**src/rtl/fetch_ctr_if.sv**
```systemverilog
// Handshake/control bundle for fetch_ctr: sequencing controls in, PC and stack status out.
interface fetch_ctr_if #(
  parameter int L = 10,
  parameter int D = 4
);
  localparam int DW = $clog2(D + 1);

  logic          Start;
  logic [L-1:0]  StartAddr;
  logic          Stall;
  logic          JmpEq;
  logic          JmpNe;
  logic          JmpAl;
  logic          Zero;
  logic          RelMode;
  logic [L-1:0]  DestAddr;
  logic          Call;
  logic          Ret;
  logic [L-1:0]  ProgCtr;
  logic          Taken;
  logic [DW-1:0] Depth;
  logic          StkErr;

  modport master (
    output Start, StartAddr, Stall, JmpEq, JmpNe, JmpAl, Zero, RelMode,
           DestAddr, Call, Ret,
    input  ProgCtr, Taken, Depth, StkErr
  );

  modport slave (
    input  Start, StartAddr, Stall, JmpEq, JmpNe, JmpAl, Zero, RelMode,
           DestAddr, Call, Ret,
    output ProgCtr, Taken, Depth, StkErr
  );
endinterface

```
**src/rtl/fetch_ctr.sv**
```systemverilog
// Program counter with branches, relative jumps and an optional return stack.
// Return stack is built only when FETCH_CTR_RSTACK_EN is defined.
module fetch_ctr #(
  parameter int L = 10,
  parameter int D = 4
) (
  input  logic        Clk,
  input  logic        Reset,
  fetch_ctr_if.slave  bus
);
  localparam int DW = $clog2(D + 1);

  logic [L-1:0] pc_q;
  logic         taken_q;
  logic [L-1:0] pc_inc;
  logic [L-1:0] target;
  logic         cond_br;

  // Sign-extending an L-bit offset and adding modulo 2^L equals a plain L-bit add.
  always_comb begin
    pc_inc  = pc_q + L'(1);
    target  = bus.RelMode ? (pc_q + bus.DestAddr) : bus.DestAddr;
    cond_br = (bus.JmpEq & bus.Zero) | (bus.JmpNe & ~bus.Zero) | bus.JmpAl;
  end

`ifdef FETCH_CTR_RSTACK_EN
  localparam int AW = (D > 1) ? $clog2(D) : 1;

  logic [L-1:0]  stk [D];
  logic [DW-1:0] depth_q;
  logic          err_q;
  logic          stk_full;
  logic          stk_empty;
  logic          push;

  always_comb begin
    stk_full  = (depth_q == DW'(D));
    stk_empty = (depth_q == '0);
    push      = ~Reset & ~bus.Start & ~bus.Stall & ~bus.Ret & bus.Call & ~stk_full;
  end

  always_ff @(posedge Clk) begin
    if (Reset) begin
      pc_q    <= '0;
      taken_q <= 1'b0;
      depth_q <= '0;
      err_q   <= 1'b0;
    end else if (bus.Start) begin
      pc_q    <= bus.StartAddr;
      taken_q <= 1'b1;
      depth_q <= '0;
      err_q   <= 1'b0;
    end else if (!bus.Stall) begin
      if (bus.Ret) begin
        if (bus.Call) err_q <= 1'b1;
        if (!stk_empty) begin
          pc_q    <= stk[AW'(depth_q - DW'(1))];
          depth_q <= depth_q - DW'(1);
          taken_q <= 1'b1;
        end else begin
          err_q   <= 1'b1;
          pc_q    <= pc_inc;
          taken_q <= 1'b0;
        end
      end else if (bus.Call) begin
        if (!stk_full) begin
          depth_q <= depth_q + DW'(1);
          pc_q    <= target;
          taken_q <= 1'b1;
        end else begin
          err_q   <= 1'b1;
          pc_q    <= pc_inc;
          taken_q <= 1'b0;
        end
      end else if (cond_br) begin
        pc_q    <= target;
        taken_q <= 1'b1;
      end else begin
        pc_q    <= pc_inc;
        taken_q <= 1'b0;
      end
    end
  end

  // Storage is never cleared; Depth alone defines which entries are live.
  always_ff @(posedge Clk) begin
    if (push) stk[AW'(depth_q)] <= pc_inc;
  end

  assign bus.Depth  = depth_q;
  assign bus.StkErr = err_q;
`else
  logic unused_ret;
  assign unused_ret = bus.Ret;

  always_ff @(posedge Clk) begin
    if (Reset) begin
      pc_q    <= '0;
      taken_q <= 1'b0;
    end else if (bus.Start) begin
      pc_q    <= bus.StartAddr;
      taken_q <= 1'b1;
    end else if (!bus.Stall) begin
      if (cond_br | bus.Call) begin
        pc_q    <= target;
        taken_q <= 1'b1;
      end else begin
        pc_q    <= pc_inc;
        taken_q <= 1'b0;
      end
    end
  end

  assign bus.Depth  = '0;
  assign bus.StkErr = 1'b0;
`endif

  assign bus.ProgCtr = pc_q;
  assign bus.Taken   = taken_q;
endmodule

```
**src/flat_wrapper.sv**
```systemverilog
// flat-port wrapper written by rule: the top's interface ports become plain ports
module fetch_ctr_flat 
#(
  parameter int L = 10,
  parameter int D = 4
)
  (Clk, Reset, bus_Start, bus_StartAddr, bus_Stall, bus_JmpEq, bus_JmpNe, bus_JmpAl, bus_Zero, bus_RelMode, bus_DestAddr, bus_Call, bus_Ret, bus_ProgCtr, bus_Taken, bus_Depth, bus_StkErr);
  fetch_ctr_if #(.L(L), .D(D)) bus_i ();
  input  logic Clk;
  input  logic Reset;
  input wire logic [$bits(bus_i.Start)-1:0] bus_Start;
  input wire logic [$bits(bus_i.StartAddr)-1:0] bus_StartAddr;
  input wire logic [$bits(bus_i.Stall)-1:0] bus_Stall;
  input wire logic [$bits(bus_i.JmpEq)-1:0] bus_JmpEq;
  input wire logic [$bits(bus_i.JmpNe)-1:0] bus_JmpNe;
  input wire logic [$bits(bus_i.JmpAl)-1:0] bus_JmpAl;
  input wire logic [$bits(bus_i.Zero)-1:0] bus_Zero;
  input wire logic [$bits(bus_i.RelMode)-1:0] bus_RelMode;
  input wire logic [$bits(bus_i.DestAddr)-1:0] bus_DestAddr;
  input wire logic [$bits(bus_i.Call)-1:0] bus_Call;
  input wire logic [$bits(bus_i.Ret)-1:0] bus_Ret;
  output wire logic [$bits(bus_i.ProgCtr)-1:0] bus_ProgCtr;
  output wire logic [$bits(bus_i.Taken)-1:0] bus_Taken;
  output wire logic [$bits(bus_i.Depth)-1:0] bus_Depth;
  output wire logic [$bits(bus_i.StkErr)-1:0] bus_StkErr;
  assign bus_i.Start = bus_Start;
  assign bus_i.StartAddr = bus_StartAddr;
  assign bus_i.Stall = bus_Stall;
  assign bus_i.JmpEq = bus_JmpEq;
  assign bus_i.JmpNe = bus_JmpNe;
  assign bus_i.JmpAl = bus_JmpAl;
  assign bus_i.Zero = bus_Zero;
  assign bus_i.RelMode = bus_RelMode;
  assign bus_i.DestAddr = bus_DestAddr;
  assign bus_i.Call = bus_Call;
  assign bus_i.Ret = bus_Ret;
  assign bus_ProgCtr = bus_i.ProgCtr;
  assign bus_Taken = bus_i.Taken;
  assign bus_Depth = bus_i.Depth;
  assign bus_StkErr = bus_i.StkErr;
  fetch_ctr #(.L(L), .D(D)) u_core (.Clk(Clk), .Reset(Reset), .bus(bus_i));
endmodule
```
**config.mk**
```make
export PLATFORM = sky130hd
export DESIGN_NAME = fetch_ctr_flat
export DESIGN_NICKNAME = d
export VERILOG_FILES = /design/src/rtl/fetch_ctr_if.sv /design/src/rtl/fetch_ctr.sv /design/src/flat_wrapper.sv
export SDC_FILE = /design/constraint.sdc
export NUM_CORES = 1
export LEC_CHECK = 0
export ABC_AREA = 1
export ABC_CLOCK_PERIOD_IN_PS = 2160
export CAP_MARGIN = 10
export CORE_UTILIZATION = 47
export DETAILED_ROUTE_END_ITERATION = 10
export GPL_TIMING_DRIVEN = 0
export PLACE_DENSITY_LB_ADDON = 0.25
export SLEW_MARGIN = 20
export SYNTH_ARGS = -nofsm -noshare
export SYNTH_HDL_FRONTEND = slang
export SYNTH_SLANG_ARGS = --single-unit
```
**constraint.sdc**
```tcl
create_clock -name Clk -period 2.16 [get_ports Clk]
set_clock_uncertainty 0.05 [all_clocks]
set_input_delay 0.432 -clock Clk [delete_from_list [all_inputs] [get_ports Clk]]
set_output_delay 0.432 -clock Clk [all_outputs]
set_load 0.05 [all_outputs]
```
==> flow_results.org, run 1 <==
** Run status
- Result of the run :: finished with violations
- The checks that failed: DRC.

** Routing
- Dividing the detail-routed wire length by the instance count gives 11.55 um.
- Summing over every cut layer, the via total after detailed routing is 1644.
- Post-route ant nets :: 0
- Vias per std cell :: 5.203
- Total wire length :: 3.651 mm
- The pre-antenna-repair detailed-routing pass consisted of 8 iterations.
- DRC violations left :: 4
- After the first detailed-routing iteration, the DRC count stood at 72.

** CTS
- Clk sink count :: 11
- Deepest level of the CTS H-tree :: 1
- In this run the deepest clock path goes through 2 buffers.
- Clock transition time at the flip-flop clock pins of the worst setup and hold paths :: 70 ps
- # Post-CTS Setup Buffers :: 0
- Hold-fix buffers at CTS :: 0
- For the worst-skew pair, the clock arrives at the later sink with an insertion delay of 270 ps.
- Root buf cell :: sky130_fd_sc_hd__clkbuf_4
- TritonCTS created 3 clock buffers.
- TritonCTS built the clock tree.

** STA
- After layout, the worst path uses 97.84% of the clock period.
- Post-route setup slack :: 46.76 ps
- Static timing analysis puts the maximum clock frequency at 0.4732 GHz.
- After routing, the total negative slack on setup checks comes to 0 ps.
- Worst-margin pin slew :: 501.7 ps
- Smallest hold slack :: 405.4 ps
- Post-layout minimum cycle time :: 2113 ps
- Number of setup violations in the final report :: 0
- The number of max-slew violations in the final report is 0.
- Setup repair after global routing could not meet its margin everywhere.
- Worst max-slew margin expressed relative to the limit :: 66.50%
- Number of endpoints with negative hold slack in the final report :: 0

** Pwr
- Across the VDD grid, the largest voltage drop is 0.4880 mV.
- Cell area power density :: 441.5 mW/mm^2
- Static Leak :: 0.9510 nW

** Critical path
- The most critical setup path has its startpoint at u_core.bus.ProgCtr[4].
- Origin of the critical flop-to-flop path :: u_core.bus.ProgCtr[0]
- Measured in cells, the most critical reg-to-reg path has a length of 9.
- The signal on the critical path passes through clkdlybuf4s50_1.
- Data on the critical path is required at its endpoint by 1680 ps.
- The worst setup path is of the reg2out kind.
- In this run the number of cells on the critical path is 1.
- Category of the worst setup path launch point :: flop
- Flop2flop setup slack :: 250 ps
- Data on the critical path arrives at its endpoint at 1630 ps.
- Slowest cell on the critical path :: sky130_fd_sc_hd__clkdlybuf4s50_1
- Crit end category :: output port
- Reg2Reg Capture Point :: u_core.bus.ProgCtr[4]
- In this run the worst setup path terminates at bus_ProgCtr[4].
- Along the worst path, the maximum fanout reaches 6.
- Worst Path Buf+Inv :: 1
- Slowest cell delay on critical path :: 860 ps
- In this design, the largest share of critical-path delay is due to buffers and inverters.

** Placed design
- After detailed placement, the design holds a cell count of 312.
- At the placement stage, the worst setup path has a slack of -358.4 ps.
- Total placed instance area :: 0.001863 sq mm
- Detail Placement HPWL :: 2.955 mm
- Port buffer count :: 38
- At the end of routability-driven placement, the weighted congestion stood at 0.8750.

** Run
- The tool flagged a number of max-cap violations equal to 0.

** Logic synthesis
- The netlist uses 35 different library cells.
- Share of synthesized area occupied by flip-flops and latches :: 15.37%
- The Yosys step of the flow raised 0 warnings.
- FF+latch count, synth :: 11
- After synthesis the cells add up to 0.001433 sq mm.
- Average cell area after synthesis :: 5.969 sq um
- Number of standard cells after synthesis :: 240

** Global routing
- Global routing finished with a remaining overflow of 0.
- Overall routing resource usage :: 23.34%
- For this run, global-route usage on met3 was measured as 4.082%.
- Entering global routing, the biggest net connects 11 pins.
- The via count of the first global-routing pass is 1446.
- For this run, global-route usage on met1 was measured as 31.34%.
- Global-route wire length before repair :: 6.072 mm
- Gr busiest metal :: met2
- In the global route stage, met2 resource usage came out at 38.82%.
- The initial antenna violation count was 0.

** Die
- Core footprint :: 0.002829 sq mm
- During I/O placement, the number of pins put on the boundary was 46.
- For this configuration, the core starts out at a cell density of 50.64%.
- Die ar. :: 0.003273 sq mm
- After floorplanning, the core was divided into 19 placement rows.
- The die is 57.21 um tall.
- Floorplan die width :: 57.21 um

** Final layout
- Final Instance Count excl. Fillers :: 316
- Layout cells sized above 1 :: 12.63%
- Final instance area :: 0.001942 sq mm
- At the end of the flow, the number of nets in the layout was 328.
- Antenna diode count :: 0
- Relative to the synthesized area, the layout overhead comes to 35.55%.

** Worst hold path
- The worst hold path belongs to the class in2reg.
cells in the final DEF, fill, tap and decap left out, types with 2 or more instances in the layout:
cell                              count
sky130_fd_sc_hd__nand2_1             69
sky130_fd_sc_hd__conb_1               4
sky130_fd_sc_hd__nand3_1             21
sky130_fd_sc_hd__inv_1               30
sky130_fd_sc_hd__clkdlybuf4s50_1     35
sky130_fd_sc_hd__dlymetal6s2s_1       3
sky130_fd_sc_hd__a31oi_1              4
sky130_fd_sc_hd__nor2_2               2
sky130_fd_sc_hd__ha_4                 2
sky130_fd_sc_hd__buf_2                2
sky130_fd_sc_hd__dfxtp_1             11
sky130_fd_sc_hd__o211ai_1             3
sky130_fd_sc_hd__or2_2                2
sky130_fd_sc_hd__o21ai_1              3
sky130_fd_sc_hd__o21bai_1             2
sky130_fd_sc_hd__clkbuf_4             3
sky130_fd_sc_hd__o21ai_0             15
sky130_fd_sc_hd__buf_4                5
sky130_fd_sc_hd__nand3_2              3
sky130_fd_sc_hd__nand4_1              2
sky130_fd_sc_hd__nand2_2              3
sky130_fd_sc_hd__ha_1                 8
sky130_fd_sc_hd__xor2_1               2
sky130_fd_sc_hd__nor2_1              19
sky130_fd_sc_hd__a21oi_1             12
sky130_fd_sc_hd__o21ai_2              2
sky130_fd_sc_hd__a21oi_2              3
per-layer routing:
layer | wire length [um] | share of wire [%]
met5 | 0 | 0
met4 | 48 | 1.3
met3 | 205 | 5.6
met2 | 1649 | 45
met1 | 1746 | 48
worst min-delay path, stage by stage:
cell,delay (ps)
sky130_fd_sc_hd__buf_6,120
sky130_fd_sc_hd__nand2_1,50
sky130_fd_sc_hd__a31oi_1,70
final cells by class:
| cell class | count | area (sq um) |
|---|---|---|
| buffer | 9 | 62.56 |
| clock buffer | 4 | 26.28 |
| fill | 276 | 887.1 |
| inverter | 32 | 120.1 |
| multi-input combinational | 191 | 1086 |
| sequential | 11 | 220.2 |
| tap | 31 | 38.79 |
| timing repair buffer | 38 | 387.9 |
report_power, final:
group	switching (mW)	internal [mW]	leakage [nW]
sequential	0.0351	0.221	0.0916
clock	0.0712	0.0715	0.0150
combinational	0.268	0.191	0.844
total	0.374	0.483	0.951
synthesized netlist by cell type:
cell                       number  area [sq um]
sky130_fd_sc_hd__o21ai_1        2         10.01
sky130_fd_sc_hd__o21ai_0       16         80.08
sky130_fd_sc_hd__or2_2          2         12.51
sky130_fd_sc_hd__nand2_2        2         12.51
sky130_fd_sc_hd__fa_1           1         20.02
sky130_fd_sc_hd__xnor2_1        1         8.760
sky130_fd_sc_hd__o21bai_1       2         15.01
sky130_fd_sc_hd__o21ai_2        2         17.52
sky130_fd_sc_hd__conb_1         1         3.750
sky130_fd_sc_hd__nand4_1        2         12.51
sky130_fd_sc_hd__nand3_1       21         105.1
sky130_fd_sc_hd__o21a_1         1         7.510
sky130_fd_sc_hd__a31oi_1        4         25.02
sky130_fd_sc_hd__nor3_2         1         10.01
sky130_fd_sc_hd__nor2_2         2         12.51
sky130_fd_sc_hd__nor2_4         1         11.26
sky130_fd_sc_hd__buf_6          1         11.26
sky130_fd_sc_hd__a21oi_2        4         35.03
sky130_fd_sc_hd__a21oi_1       12         60.06
sky130_fd_sc_hd__ha_1          10         125.1
sky130_fd_sc_hd__nor3_1         1         5.000
sky130_fd_sc_hd__dfxtp_1       11         220.2
sky130_fd_sc_hd__nor3_4         1         16.27
sky130_fd_sc_hd__clkinv_1       1         3.750
sky130_fd_sc_hd__inv_1         30         112.6
sky130_fd_sc_hd__xor2_1         3         26.28
sky130_fd_sc_hd__nand3_2        3         30.03
sky130_fd_sc_hd__buf_2          2         10.01
sky130_fd_sc_hd__o211ai_1       3         22.52
sky130_fd_sc_hd__buf_4          5         37.54
sky130_fd_sc_hd__o221a_2        1         11.26
sky130_fd_sc_hd__nand2_1       70         262.8
sky130_fd_sc_hd__inv_2          1         3.750
sky130_fd_sc_hd__buf_1          1         3.750
sky130_fd_sc_hd__nor2_1        19         71.32
registers in the layout (all words and copies together) (netlist names):
| register | count |
|---|---|
| u_core.bus.Taken | 1 |
| u_core.bus.ProgCtr | 10 |
metrics by stage:
stage	power [mW]	util (%)
6_report	0.8574	68.64
3_3_place_gp	0.6931	65.86
3_5_place_dp	0.7005	65.86
2_1_floorplan	0.5570	-
4_1_cts	0.8443	66.87
5_1_grt	0.9228	68.64
cell families after synthesis:
kind of cell | after synthesis | share of synthesized area, %
compound gates | 47 | 19.83
xor+xnor | 4 | 2.446
fa+ha+maj | 11 | 10.13
buf+inv | 41 | 12.75
flops | 11 | 15.37
other cells | 1 | 0.2618
simple gates | 125 | 39.21
how the worst min path moves through the flow:
stage / end / start / slack, ps / depth (start not counted)
finish: u_core.bus.ProgCtr[0] / bus_Start / 410 / 3
floorplan: u_core.bus.ProgCtr[0] / bus_StartAddr[0] / 550 / 2
global route: u_core.bus.ProgCtr[1] / bus_Start / 420 / 3
CTS: u_core.bus.ProgCtr[1] / bus_Start / 400 / 3
global placement: u_core.bus.ProgCtr[9] / u_core.bus.ProgCtr[9] / 480 / 2
detailed placement: u_core.bus.Taken / u_core.bus.Taken / 480 / 2
repair_timing:
item / in CTS / in global routing
gates resized for setup: 2 / 10
endpoints found under the setup margin: 1 / 6
gates cloned: 0 / 0
Power figures use the tool's default switching activity.
==> run 2, diff against run 1 <==
--- a/config.mk
+++ b/config.mk
@@ -16,3 +16,4 @@
 export SYNTH_ARGS = -nofsm -noshare
 export SYNTH_HDL_FRONTEND = slang
 export SYNTH_SLANG_ARGS = --single-unit
+export TNS_END_PERCENT = 50
==> flow_results.org, run 2 (synthesis results as in run 1) <==
** STA
- Achievable clock frequency :: 0.4790 GHz (+1.2%)
- Number of endpoints with negative hold slack in the final report :: 0 (unchanged)
- The final setup violation count was 0 (unchanged).
- The clock period minus worst slack is 2088 ps (-25.47 ps).
- Share of the cycle needed by the critical path after routing :: 96.66% (-1.2 points)
- The number of max-slew violations in the final report was 0 (unchanged).
- Worst-margin pin slew :: 501.7 ps (+0.005126 ps)
- The worst max-slew margin expressed relative to the limit was 66.50% (about the same).
- Setup repair after global routing missed its margin :: yes

** Routing
- DR vias :: 1657 (+0.79%)
- Vias per std cell :: 5.244 (+0.79%)
- The number of iterations in the first detailed-routing pass was 7 (-1).
- The number of DRC markers in iteration 0 came to 65 (-9.7%).
- The count of nets left with antenna violations after detail routing is 0 (unchanged).
- Total wire length :: 3.675 mm (+0.66%)
- Average wire length per cell after detail routing :: 11.63 um (+0.66%)
- The residual DRC count came to 8 (+4).

** CTS
- # Post-CTS Setup Buffers :: 0 (unchanged)
- Hold-fix buffers at CTS :: 0 (unchanged)
- The clock sink total is 11 (unchanged).
- The clock transition time at the flip-flop clock pins of the worst setup and hold paths came to 70 ps (about the same).
- TritonCTS built the clock tree.
- The H-tree depth reported by CTS was 1 (unchanged).
- The TritonCTS buffer count was 3 (unchanged).
- Clock buffer depth :: 2 (unchanged)
- Root buf cell :: sky130_fd_sc_hd__clkbuf_4
- Clock latency at the later pin of the worst-skew pair :: 270 ps (about the same)
- Number of gates given a new drive strength after cts :: 2 (unchanged)

** Die
- Die ar. :: 0.003273 sq mm (unchanged)
- Number of placement rows :: 19 (unchanged)
- Die boundary height :: 57.21 um (unchanged)
- Initial Utilization :: 50.64% (unchanged)
- The die width was 57.21 um (unchanged).
- Top Ports :: 46 (unchanged)
- The core outline area is 0.002829 sq mm (unchanged).

** Critical path
- Worst Path Buf+Inv :: 1 (unchanged)
- Data arrival, critical path :: 1610 ps (-20 ps)
- Critical Path, Cell by Cell :: clkdlybuf4s50_1
- The largest stage delay on the critical path was 860 ps (about the same).
- The worst setup path is captured at an output port.
- STA classifies the critical path startpoint as a flop.
- Slowest cell on the critical path :: sky130_fd_sc_hd__clkdlybuf4s50_1
- The setup path with the least slack is of type reg2out.
- The maximum fanout along the worst path was 7 (+1).
- The cell family contributing the most delay on the critical path is buffers and inverters.
- Required time at the worst-slack endpoint :: 1680 ps (about the same)

** Global routing
- The pin count of the biggest net entering global routing came to 11 (unchanged).
- Number of global-route vias before repair :: 1446 (unchanged)
- The wire length of the first global-routing pass was 6.072 mm (unchanged).
- Number of antenna violations at the first check in global routing :: 0 (unchanged)
- Overall routing resource usage :: 23.34% (unchanged)
- The total grt overflow came to 0 (unchanged).

** Placed design
- Port buffer count :: 38 (unchanged)
- The placer's final routability congestion estimate was 0.8750 (unchanged).
- The cell area after placement is 0.001863 sq mm (unchanged).
- The half-perimeter wire length of the detailed placement result came to 2.955 mm (unchanged).

** Worst hold path
- Class of the worst hold path :: in2reg

** Final layout
- In the layout the commonest cells are sky130_fd_sc_hd__nand2_1 (69), sky130_fd_sc_hd__clkdlybuf4s50_1 (35), sky130_fd_sc_hd__inv_1 (30).
- Number of flip-flops under the largest register name :: 10 (unchanged)
- The area growth from synthesis to layout is 34.85%.
- Leaving out fill and tap cells, the most frequent cell in the layout is sky130_fd_sc_hd__nand2_1.
- Layout cells sized above 1 :: 12.63% (unchanged)
- Antenna diode count :: 0 (unchanged)
- Nets :: 328 (unchanged)
- The area of all placed cells without fillers is 0.001932 sq mm (-0.52%).

** Run status
- The flow ran to the end, but the final reports show violations.
- Failing checks :: DRC

** Pwr
- Maximum VDD drop :: 0.4906 mV (+0.55%)
- The power per cell area is 442.6 mW/mm^2 (+0.25%).
- The final total power was 0.8551 mW (-0.27%).
- Static Leak :: 0.9497 nW (-0.14%)

** Run
- The max-cap violation count was 0 (unchanged).
==> run 2: power breakdown <==
| group | total [mW] | leakage (nW) | internal, mW | switching [mW] |
|---|---|---|---|---|
| combinational | 0.456 | 0.843 | 0.188 | 0.268 |
| clock | 0.143 | 0.0150 | 0.0715 | 0.0717 |
| sequential | 0.256 | 0.0916 | 0.221 | 0.0348 |
| total | 0.855 | 0.950 | 0.480 | 0.375 |
==> run 2: path summary, 6_finish.rpt <==
path | start | endpoint | slack, ps | depth (start not counted)
min reg2reg | u_core.bus.ProgCtr[9] | u_core.bus.ProgCtr[9] | 500 | 2
min | bus_Start | u_core.bus.ProgCtr[0] | 400 | 3
max | u_core.bus.ProgCtr[2] | bus_ProgCtr[2] | 70 | 1
max reg2reg | u_core.bus.ProgCtr[0] | u_core.bus.ProgCtr[4] | 240 | 9
==> run 2: through the flow <==
step	setup WS, ps	cells	utilization [%]	hold WS, ps	TNS [ps]
3_3_place_gp	-265.7	312	65.86	478.3	-1106
3_5_place_dp	-358.4	312	65.86	483.2	-1287
5_1_grt	-22.41	316	68.29	417.6	-35.72
4_1_cts	3.462	316	66.87	397.6	0
2_1_floorplan	104.3	243	-	550.5	0
6_report	72.23	316	68.29	404.2	0
==> run 2: tightest hold or removal path, stage by stage <==
cell and delay (ps):
sky130_fd_sc_hd__buf_6 120, sky130_fd_sc_hd__nand2_1 50, sky130_fd_sc_hd__a31oi_1 70
==> run 2: cell type report <==
type	count	area, sq um
Fill cell	278	897.1
Buffer	9	62.56
Inverter	32	120.1
Clock buffer	4	26.28
Sequential cell	11	220.2
Multi-Input combinational cell	191	1076
Tap cell	31	38.79
Timing Repair Buffer	38	387.9
==> run 2: metal layers <==
layer	vias to the layer above	global-route usage [%]	wire (um)
li1	870	-	-
met1	726	31.34	1773
met2	55	38.82	1653
met3	6	4.082	196
met4	0	5.923	52
met5	-	0	0
